[src/rtl/conway_pkg.sv]
// Shared types for the grid readout path: FSM state encoding and the row-index width helper.
package conway_pkg;

   typedef enum logic [1:0] {
      RD_IDLE,
      RD_SEND,
      RD_DONE
   } readout_state_t;

   // A single-row grid still needs a one-bit index port.
   function automatic int row_idx_w(input int height);
      return (height > 1) ? $clog2(height) : 1;
   endfunction

endpackage

[src/rtl/grid_row_select.sv]
// Combinational row mux over the flattened grid; zero latency, no flow control.
module grid_row_select
   import conway_pkg::*;
#(
   parameter int GRID_WIDTH  = 5,
   parameter int GRID_HEIGHT = 5
) (
   input  logic [GRID_WIDTH*GRID_HEIGHT-1:0]   i_grid,
   input  logic [row_idx_w(GRID_HEIGHT)-1:0]   i_idx,
   output logic [GRID_WIDTH-1:0]               o_row
);

   always_comb begin
      o_row = '0;
      for (int r = 0; r < GRID_HEIGHT; r++) begin
         if (i_idx == row_idx_w(GRID_HEIGHT)'(r)) o_row = i_grid[r*GRID_WIDTH +: GRID_WIDTH];
      end
   end

endmodule

[src/rtl/grid_readout.sv]
// Snapshots the grid on START and streams it one row per ROW_VALID/ROW_READY beat (first row 1 cycle after START, held under backpressure).
// Optional GRID_READOUT_PARITY_EN adds ROW_PARITY, the XOR of the presented row.
module grid_readout
   import conway_pkg::*;
#(
   parameter int GRID_WIDTH  = 5,
   parameter int GRID_HEIGHT = 5
) (
   input  logic                                CLK,
   input  logic                                RESET,
   input  logic [GRID_WIDTH*GRID_HEIGHT-1:0]   MEM_IN,
   input  logic                                START,
   input  logic                                ROW_READY,
   output logic [GRID_WIDTH-1:0]               ROW_DATA,
   output logic [row_idx_w(GRID_HEIGHT)-1:0]   ROW_INDEX,
   output logic                                ROW_VALID,
   output logic                                LAST_ROW,
   output logic                                BUSY,
   output logic                                DONE
`ifdef GRID_READOUT_PARITY_EN
   ,
   output logic                                ROW_PARITY
`endif
);

   localparam int                IDX_W    = row_idx_w(GRID_HEIGHT);
   localparam logic [IDX_W-1:0]  PRE_LAST = IDX_W'(GRID_HEIGHT - 2);

   readout_state_t                    r_state;
   logic [GRID_WIDTH*GRID_HEIGHT-1:0] r_snap;
   logic [IDX_W-1:0]                  r_row;
   logic                              r_valid;
   logic                              r_last;
   logic                              r_busy;
   logic                              r_done;
   logic [GRID_WIDTH-1:0]             w_row;

   grid_row_select #(
      .GRID_WIDTH  (GRID_WIDTH),
      .GRID_HEIGHT (GRID_HEIGHT)
   ) u_row_select (
      .i_grid (r_snap),
      .i_idx  (r_row),
      .o_row  (w_row)
   );

   always_ff @(posedge CLK) begin
      if (RESET) begin
         r_state <= RD_IDLE;
         r_snap  <= '0;
         r_row   <= '0;
         r_valid <= 1'b0;
         r_last  <= 1'b0;
         r_busy  <= 1'b0;
         r_done  <= 1'b0;
      end else begin
         r_done <= 1'b0;
         case (r_state)
            RD_IDLE: begin
               if (START) begin
                  r_snap  <= MEM_IN;
                  r_row   <= '0;
                  r_valid <= 1'b1;
                  r_last  <= (GRID_HEIGHT == 1);
                  r_busy  <= 1'b1;
                  r_state <= RD_SEND;
               end
            end
            RD_SEND: begin
               if (ROW_READY) begin
                  if (r_last) begin
                     r_valid <= 1'b0;
                     r_last  <= 1'b0;
                     r_done  <= 1'b1;
                     r_state <= RD_DONE;
                  end else begin
                     // LAST_ROW is registered, so it is decided one row ahead.
                     r_row  <= r_row + 1'b1;
                     r_last <= (r_row == PRE_LAST);
                  end
               end
            end
            RD_DONE: begin
               r_busy  <= 1'b0;
               r_state <= RD_IDLE;
            end
            default: r_state <= RD_IDLE;
         endcase
      end
   end

   assign ROW_DATA  = r_valid ? w_row : '0;
   assign ROW_INDEX = r_row;
   assign ROW_VALID = r_valid;
   assign LAST_ROW  = r_last;
   assign BUSY      = r_busy;
   assign DONE      = r_done;

`ifdef GRID_READOUT_PARITY_EN
   assign ROW_PARITY = ^ROW_DATA;
`endif

endmodule
[config.mk]
export PLATFORM = sky130hd
export DESIGN_NAME = grid_readout
export DESIGN_NICKNAME = d
export VERILOG_FILES = /design/src/rtl/conway_pkg.sv /design/src/rtl/grid_row_select.sv /design/src/rtl/grid_readout.sv
export SDC_FILE = /design/constraint.sdc
export NUM_CORES = 1
export LEC_CHECK = 0
export CORE_AREA = 2 2 64 60
export CTS_BUF_LIST = sky130_fd_sc_hd__clkbuf_4 sky130_fd_sc_hd__clkbuf_8 sky130_fd_sc_hd__clkbuf_16
export CTS_CLUSTER_DIAMETER = 100
export DETAILED_ROUTE_END_ITERATION = 10
export DIE_AREA = 0 0 66 62
export HOLD_SLACK_MARGIN = 0.08
export PLACE_DENSITY_LB_ADDON = 0.3
export SYNTH_ARGS = -nofsm -noshare
export SYNTH_HDL_FRONTEND = slang
export SYNTH_SLANG_ARGS = --single-unit
[constraint.sdc]
create_clock -name CLK -period 2.2 [get_ports CLK]
set_input_delay 0.33 -clock CLK [delete_from_list [all_inputs] [get_ports CLK]]
set_output_delay 0.33 -clock CLK [all_outputs]
set_load 0.01 [all_outputs]
==> results of run 1 <==
cells by family (layout without fill, tap and decap cells):
family | count (synthesis) | in the layout
simple gates | 86 | 86
flops | 34 | 34
compound gates | 56 | 56
fa+ha+maj | 5 | 5
buf+inv | 18 | 63
cells in the mapped netlist:
| master | count |
|---|---|
| buf_1 | 3 |
| a32o_1 | 5 |
| o21bai_1 | 1 |
| inv_1 | 5 |
| or3_1 | 2 |
| ha_1 | 5 |
| a311oi_1 | 1 |
| o21ai_0 | 11 |
| buf_6 | 1 |
| dfxtp_1 | 34 |
| nand3b_1 | 1 |
| a21oi_1 | 34 |
| a211oi_1 | 1 |
| nand2_2 | 1 |
| nand3_1 | 5 |
| nand4bb_1 | 1 |
| o31ai_1 | 2 |
| or3b_1 | 1 |
| and2_1 | 1 |
| nor4bb_1 | 1 |
| o32ai_1 | 1 |
| nand2b_1 | 6 |
| nor3b_1 | 1 |
| buf_2 | 2 |
| buf_8 | 2 |
| clkbuf_1 | 5 |
| nor2b_1 | 1 |
| nor3_1 | 3 |
| nor3b_4 | 1 |
| nand2_1 | 61 |
how the worst max path moves through the flow:
stage	to	slack [ns]	from
6_report	ROW_DATA[4]	0.08	ROW_INDEX[0]
5_1_grt	ROW_DATA[4]	-0.003	ROW_INDEX[0]
4_1_cts	ROW_DATA[4]	0.009	ROW_INDEX[0]
3_5_place_dp	ROW_DATA[2]	-0.02	ROW_INDEX[0]
3_3_place_gp	ROW_DATA[2]	-0.0008	ROW_INDEX[1]
2_1_floorplan	ROW_DATA[3]	0.28	ROW_INDEX[2]
registers in the layout, indices dropped and copies added (netlist names):
signal     flops
r_state        2
LAST_ROW       1
ROW_INDEX      3
DONE           1
BUSY           1
r_snap        25
ROW_VALID      1
power by group through the flow:
stage	Sequential (mW)	Clock, mW	Combinational, mW
floorplan	0.679	0	0.0978
global placement	0.680	0	0.185
detailed placement	0.680	0	0.188
CTS	0.667	0.494	0.187
global route	0.670	0.518	0.208
finish	0.667	0.481	0.186
per-layer routing:
metal / up-vias / global-route usage, %
li1: 764 / -
met3: 5 / 9.009
met4: 0 / 6.997
met2: 34 / 31.60
met1: 672 / 25.89
met5: - / 0
area by class of cell:
| type | instances | area (um2) |
|---|---|---|
| clock buffers | 7 | 90.09 |
| clock inverters | 1 | 5.005 |
| fillers | 349 | 1393 |
| inverters | 5 | 18.77 |
| multi-input cells | 147 | 805.8 |
| flip-flops and latches | 34 | 685.7 |
| well taps | 46 | 57.56 |
| repair buffers | 50 | 465.4 |
tightest hold or removal path, delay by kind of cell, from the launching register on:
kind	cells	cell delay (ns)
compound gates	1	0.05
flops	1	0.31
simple gates	1	0.05
metrics by stage:
stage / area [um2] / total power, mW / setup TNS [ns]
6_report: 2128 / 1.334 / 0
4_1_cts: 2111 / 1.348 / 0
3_5_place_dp: 2019 / 0.8681 / -0.03703
3_3_place_gp: 2019 / 0.8645 / -0.0007576
5_1_grt: 2128 / 1.396 / -0.005747
2_1_floorplan: 1568 / 0.7764 / 0
timing repair:
item,in CTS,in global routing
gates cloned,0,0
resized for setup,10,15
endpoints found under the setup margin,5,5
==> impl_metrics.tcl, run 1 <==
set metrics [dict create \
    die_h_um 62 \
    synth_compound_area_share_pct 20.59 \
    whs_endpoint "r_snap[11]" \
    slew_viol_final 0 \
    dp.cells 282 \
    critPathKind "flop to output pin" \
    r2r_start "ROW_INDEX[1]" \
    synth_fa_ha_area_share_pct 3.990 \
    num_vias 1475 \
    reg2reg_to "LAST_ROW" \
    synth.area.top_cells "dfxtp_1, nand2_1, a21oi_1" \
    instances_no_fill 290 \
    fin_worst_skew_ns 0.005291 \
    grt_overflow 0 \
    critPathBufInv 2 \
    cp_slowest_cell "dfxtp_4" \
    maxSlewHeadroom_pct 79.72 \
    drt_pass1_iterations 4 \
    ir_drop_v 0.0003364 \
    rrSetupSlack_ns 0.79 \
    cts_tree "yes" \
    cpLargestDelayFamily "adder cells" \
    yosysSeqAreaShare_pct 43.42 \
    cts-buffers-inserted 5 \
    swShare_pct 24.22 \
    clockRootBuffer "clkbuf_8" \
    synthXorXnorAreaFrac_pct 0 \
    io_buffers 40 \
    wl_met1_um 1813 \
    grt_max_degree 27 \
    hold_viol 0 \
    clkPwrFrac_pct 36.0 \
    p_comb_share_pct 14.0 \
    cts.reportedPaths.clkPinSlew_ns 0.07 \
    wl_per_cell_um 12.84 \
    tightest_slew_ns 0.3038 \
    die_w_um 66 \
    synth_area_per_cell_um2 7.878 \
    synth_top_cell_area_share_pct 43.42 \
    max_cap_viol_count 0 \
    max_stage_delay_ns 0.36 \
    core_um2 3521 \
    p_leak_nw 0.7769 \
    yosys_warnings 0 \
    cts.sinks 34 \
    cp-end-kind "output pin" \
    min-delay-start "r_snap[11]" \
    synthCells 199 \
    final_common_cell "nand2_1" \
    place_congestion 0.7591 \
    antenna_found_initial 0 \
    drcViolationCount 0 \
    start_util_pct 44.53 \
    synthSimpleGateAreaFrac_pct 25.62 \
    final_nets 277 \
    status "finished clean" \
    drt-total-wl_um 3723 \
    synth_cell_type_count 30 \
    highest_layer "met4" \
    drt_iter0_drc 67 \
    syn_to_final_growth_pct 35.75 \
    via_per_inst 5.086 \
    min_period_over_period_pct 96.56 \
    synth_top_area_cell "dfxtp_1" \
    fmax_mhz 470.8 \
    hold_depth 2 \
    grt_use_total_pct 20.45 \
    cts_setup_buffers 0 \
    startpoint_type "flop" \
    grt_pass1_wl_um 6141 \
    grt_pass1_vias 1321 \
    arrival_ns 1.79 \
    synth_top_family_by_area "simple AND/OR/NAND/NOR gates" \
    critPathMaxFanout 6 \
    r2r_cells 6 \
    hold_ws_ns 0.4483 \
    cts_max_level 2 \
    cp_cell_sequence "ha_1 > ha_1 > buf_4 > nand2_1 > o21ai_0 > a32o_1 > clkdlybuf4s15_1" \
    hpwl_um 2637 \
    rows 21 \
    cp.depth 7 \
    postCtsHoldBufs 0 \
    netlist_area_um2 1568 \
    p_sw_mw 0.3230 \
    p_per_area_nw_per_um2 626.7 \
    hold_class "flop to flop" \
    setup_viol 0 \
    synth_nets 233 \
    ant_nets 0 \
    worst_slack_ns 0.07577 \
    drive_gt1_share_pct 12.30 \
    most-common-layout-cells "nand2_1, clkdlybuf4s50_1, a21oi_1, dfxtp_1, buf_4" \
    p_int_mw 1.011 \
    insertedDiodeCount 0 \
    cpMostUsedCell "ha_1" \
    clk_path_buf_depth 2 \
    pre_cts_ws_ns -0.01945 \
    clk_latency_ns 0.29 \
    final.min_clock_period_ns 2.124 \
    dieArea_um2 4092 \
    synth.area.mux_share_pct 0 \
    fin_util_pct 60.45 \
    route.met2.wl_um 1629 \
    ios 41 \
    ys_ff_latch 34 \
    required_ns 1.87 \
    p_seq_share_pct 50.0 \
    wl_met3_um 239 \
]
Power figures use the tool's default switching activity.
==> run 2, diff against run 1 <==
Settings changed: CAP_MARGIN set to 20, MAX_ROUTING_LAYER set to met4.
==> run 2 against run 1 <==
Sequential share of layout area is 0.076 points lower. Non-clock buffer count unchanged. Worst setup slack gained 0.0040 ns. Power about the same. First-iteration DRC count increased by 15%. Clock power hardly changed. Sequential cell count is the same. Critical endpoint unchanged. Largest cell class unchanged. Largest power group unchanged.
==> impl_metrics.tcl, run 2 (synthesis results as in run 1) <==
set metrics [dict create \
    status "finished clean" \
    ir_drop_v 0.0003368 \
    globalRouteMet1Util_pct 25.89 \
    drt-total-wl_um 3733 \
    hpwl_um 2637 \
    whs_endpoint "r_snap[11]" \
    rows 21 \
    rrSetupSlack_ns 0.78 \
    num_vias 1467 \
    grt_pass1_vias 1325 \
    regMostFlops "r_snap" \
    core_um2 3521 \
    hold_depth 2 \
    grt_pass1_wl_um 6120 \
    hold_class "flop to flop" \
    start_util_pct 44.53 \
    via_per_inst 5.059 \
    drt_pass1_iterations 4 \
    cts_max_level 2 \
    slew_viol_final 0 \
    fin_worst_skew_ns 0.005135 \
    r2r_start "r_state[1]" \
    use_met2_pct 31.75 \
    swShare_pct 24.19 \
    tns_ns 0 \
    setup_viol 0 \
    cts.reportedPaths.clkPinSlew_ns 0.07 \
    arrival_ns 1.79 \
    p_leak_nw 0.7769 \
    final_nets 277 \
    p_int_mw 1.011 \
    cp_slowest_cell "dfxtp_4" \
    ant_nets 0 \
    reg2reg_to "ROW_INDEX[1]" \
    cp-end-kind "output pin" \
    fmax_mhz 471.6 \
    p_seq_share_pct 50.0 \
    insertedDiodeCount 0 \
    instances_no_fill 290 \
    tightest_slew_ns 0.3030 \
    clk_path_buf_depth 2 \
    syn_to_final_growth_pct 36.07 \
    grt_overflow 0 \
    critPathMaxFanout 6 \
    min-delay-start "r_snap[11]" \
    grt_max_degree 27 \
    grt_use_met3_pct 6.667 \
    min_period_over_period_pct 96.38 \
    cpMostUsedCell "ha_1" \
    ios 41 \
    maxSlewHeadroom_pct 79.77 \
    largest_register_ffs 25 \
    clockRootBuffer "clkbuf_8" \
    critPathKind "flop to output pin" \
    cts_setup_buffers 0 \
    clk_latency_ns 0.29 \
    postCtsHoldBufs 0 \
    required_ns 1.87 \
    clkPwrFrac_pct 36.0 \
    top_usage_layer "met2" \
    max_cap_viol_count 0 \
    final_common_cell "nand2_1" \
    dieArea_um2 4092 \
    cts-buffers-inserted 5 \
    r2r_cells 4 \
    die_w_um 66 \
    place_congestion 0.7691 \
    antenna_found_initial 0 \
    final.min_clock_period_ns 2.120 \
    drive_gt1_share_pct 11.89 \
    grt_use_total_pct 20.99 \
    max_stage_delay_ns 0.36 \
    cts_tree "yes" \
    most-common-layout-cells "nand2_1, clkdlybuf4s50_1, a21oi_1, dfxtp_1, buf_4" \
    cp_cell_sequence "ha_1 > ha_1 > buf_4 > nand2_1 > o21ai_0 > a32o_1 > clkdlybuf4s15_1" \
    p_comb_share_pct 14.0 \
    wl_per_cell_um 12.87 \
    p_per_area_nw_per_um2 625.1 \
    hold_viol 0 \
    p_sw_mw 0.3225 \
    drcViolationCount 0 \
    dp.cells 282 \
    io_buffers 40 \
    drt_iter0_drc 77 \
    cpLargestDelayFamily "adder cells" \
    cts.sinks 34 \
    die_h_um 62 \
    startpoint_type "flop" \
    critPathBufInv 2 \
]
run 2: worst max-delay path by stage:
| stage | from | to | slack [ns] | cells after the start |
|---|---|---|---|---|
| after floorplan | ROW_INDEX[2] | ROW_DATA[3] | 0.28 | 5 |
| after global placement | ROW_INDEX[1] | ROW_DATA[2] | -0.0008 | 7 |
| after detailed placement | ROW_INDEX[0] | ROW_DATA[2] | -0.02 | 6 |
| after CTS | ROW_INDEX[0] | ROW_DATA[4] | 0.009 | 6 |
| after global routing | ROW_INDEX[0] | ROW_DATA[1] | -0.0004 | 6 |
| final | ROW_INDEX[0] | ROW_DATA[4] | 0.08 | 7 |
run 2: worst min-delay path, cell delays in order, from the launching register on:
cell	delay [ns]
dfxtp_1	0.31
nand2_1	0.05
a21oi_1	0.05
run 2: area by class of cell:
type	instances	area [um2]
clock buffer	7	90.09
clock inverter	1	5.005
fill	348	1388
inverter	5	18.77
multi-input combinational	147	805.8
sequential	34	685.7
tap	46	57.56
timing repair buffer	50	470.5
run 2: through the flow:
stage | hold WS [ns] | area (um2) | worst slack (ns) | util (%) | power (mW)
finish | 0.4482 | 2133 | 0.07974 | 60.59 | 1.333
global route | 0.4646 | 2133 | -0.0004148 | 60.59 | 1.392
CTS | 0.4518 | 2111 | 0.009148 | 59.95 | 1.348
detailed placement | 0.4419 | 2019 | -0.01945 | 57.36 | 0.8681
global placement | 0.4403 | 2019 | -0.0007576 | 57.36 | 0.8645
floorplan | 0.4312 | 1568 | 0.2836 | - | 0.7764
run 2: power groups by stage:
| stage | combinational [mW] | sequential (mW) | clock [mW] |
|---|---|---|---|
| after floorplan | 0.0978 | 0.679 | 0 |
| after global placement | 0.185 | 0.680 | 0 |
| after detailed placement | 0.188 | 0.680 | 0 |
| after CTS | 0.187 | 0.667 | 0.494 |
| after global routing | 0.208 | 0.670 | 0.514 |
| final | 0.187 | 0.667 | 0.479 |
run 2: metal layers:
metal | share of wire [%] | vias to the layer above
li1 | - | 762
met1 | 49 | 670
met2 | 44 | 28
met3 | 5.1 | 7
met4 | 1.9 | 0
met5 | 0 | -
run 2: timing repair:
action	in CTS	in global routing
pin swaps	0	0
setup endpoints to repair	5	5
gates resized for setup	10	14
==> run 3, diff against run 2 <==
Settings changed: GPL_ROUTABILITY_DRIVEN set to 0, SLEW_MARGIN set to 20.
==> results of run 3 <==
No change in the layout: final DEF, timing and power equal those of run 2.
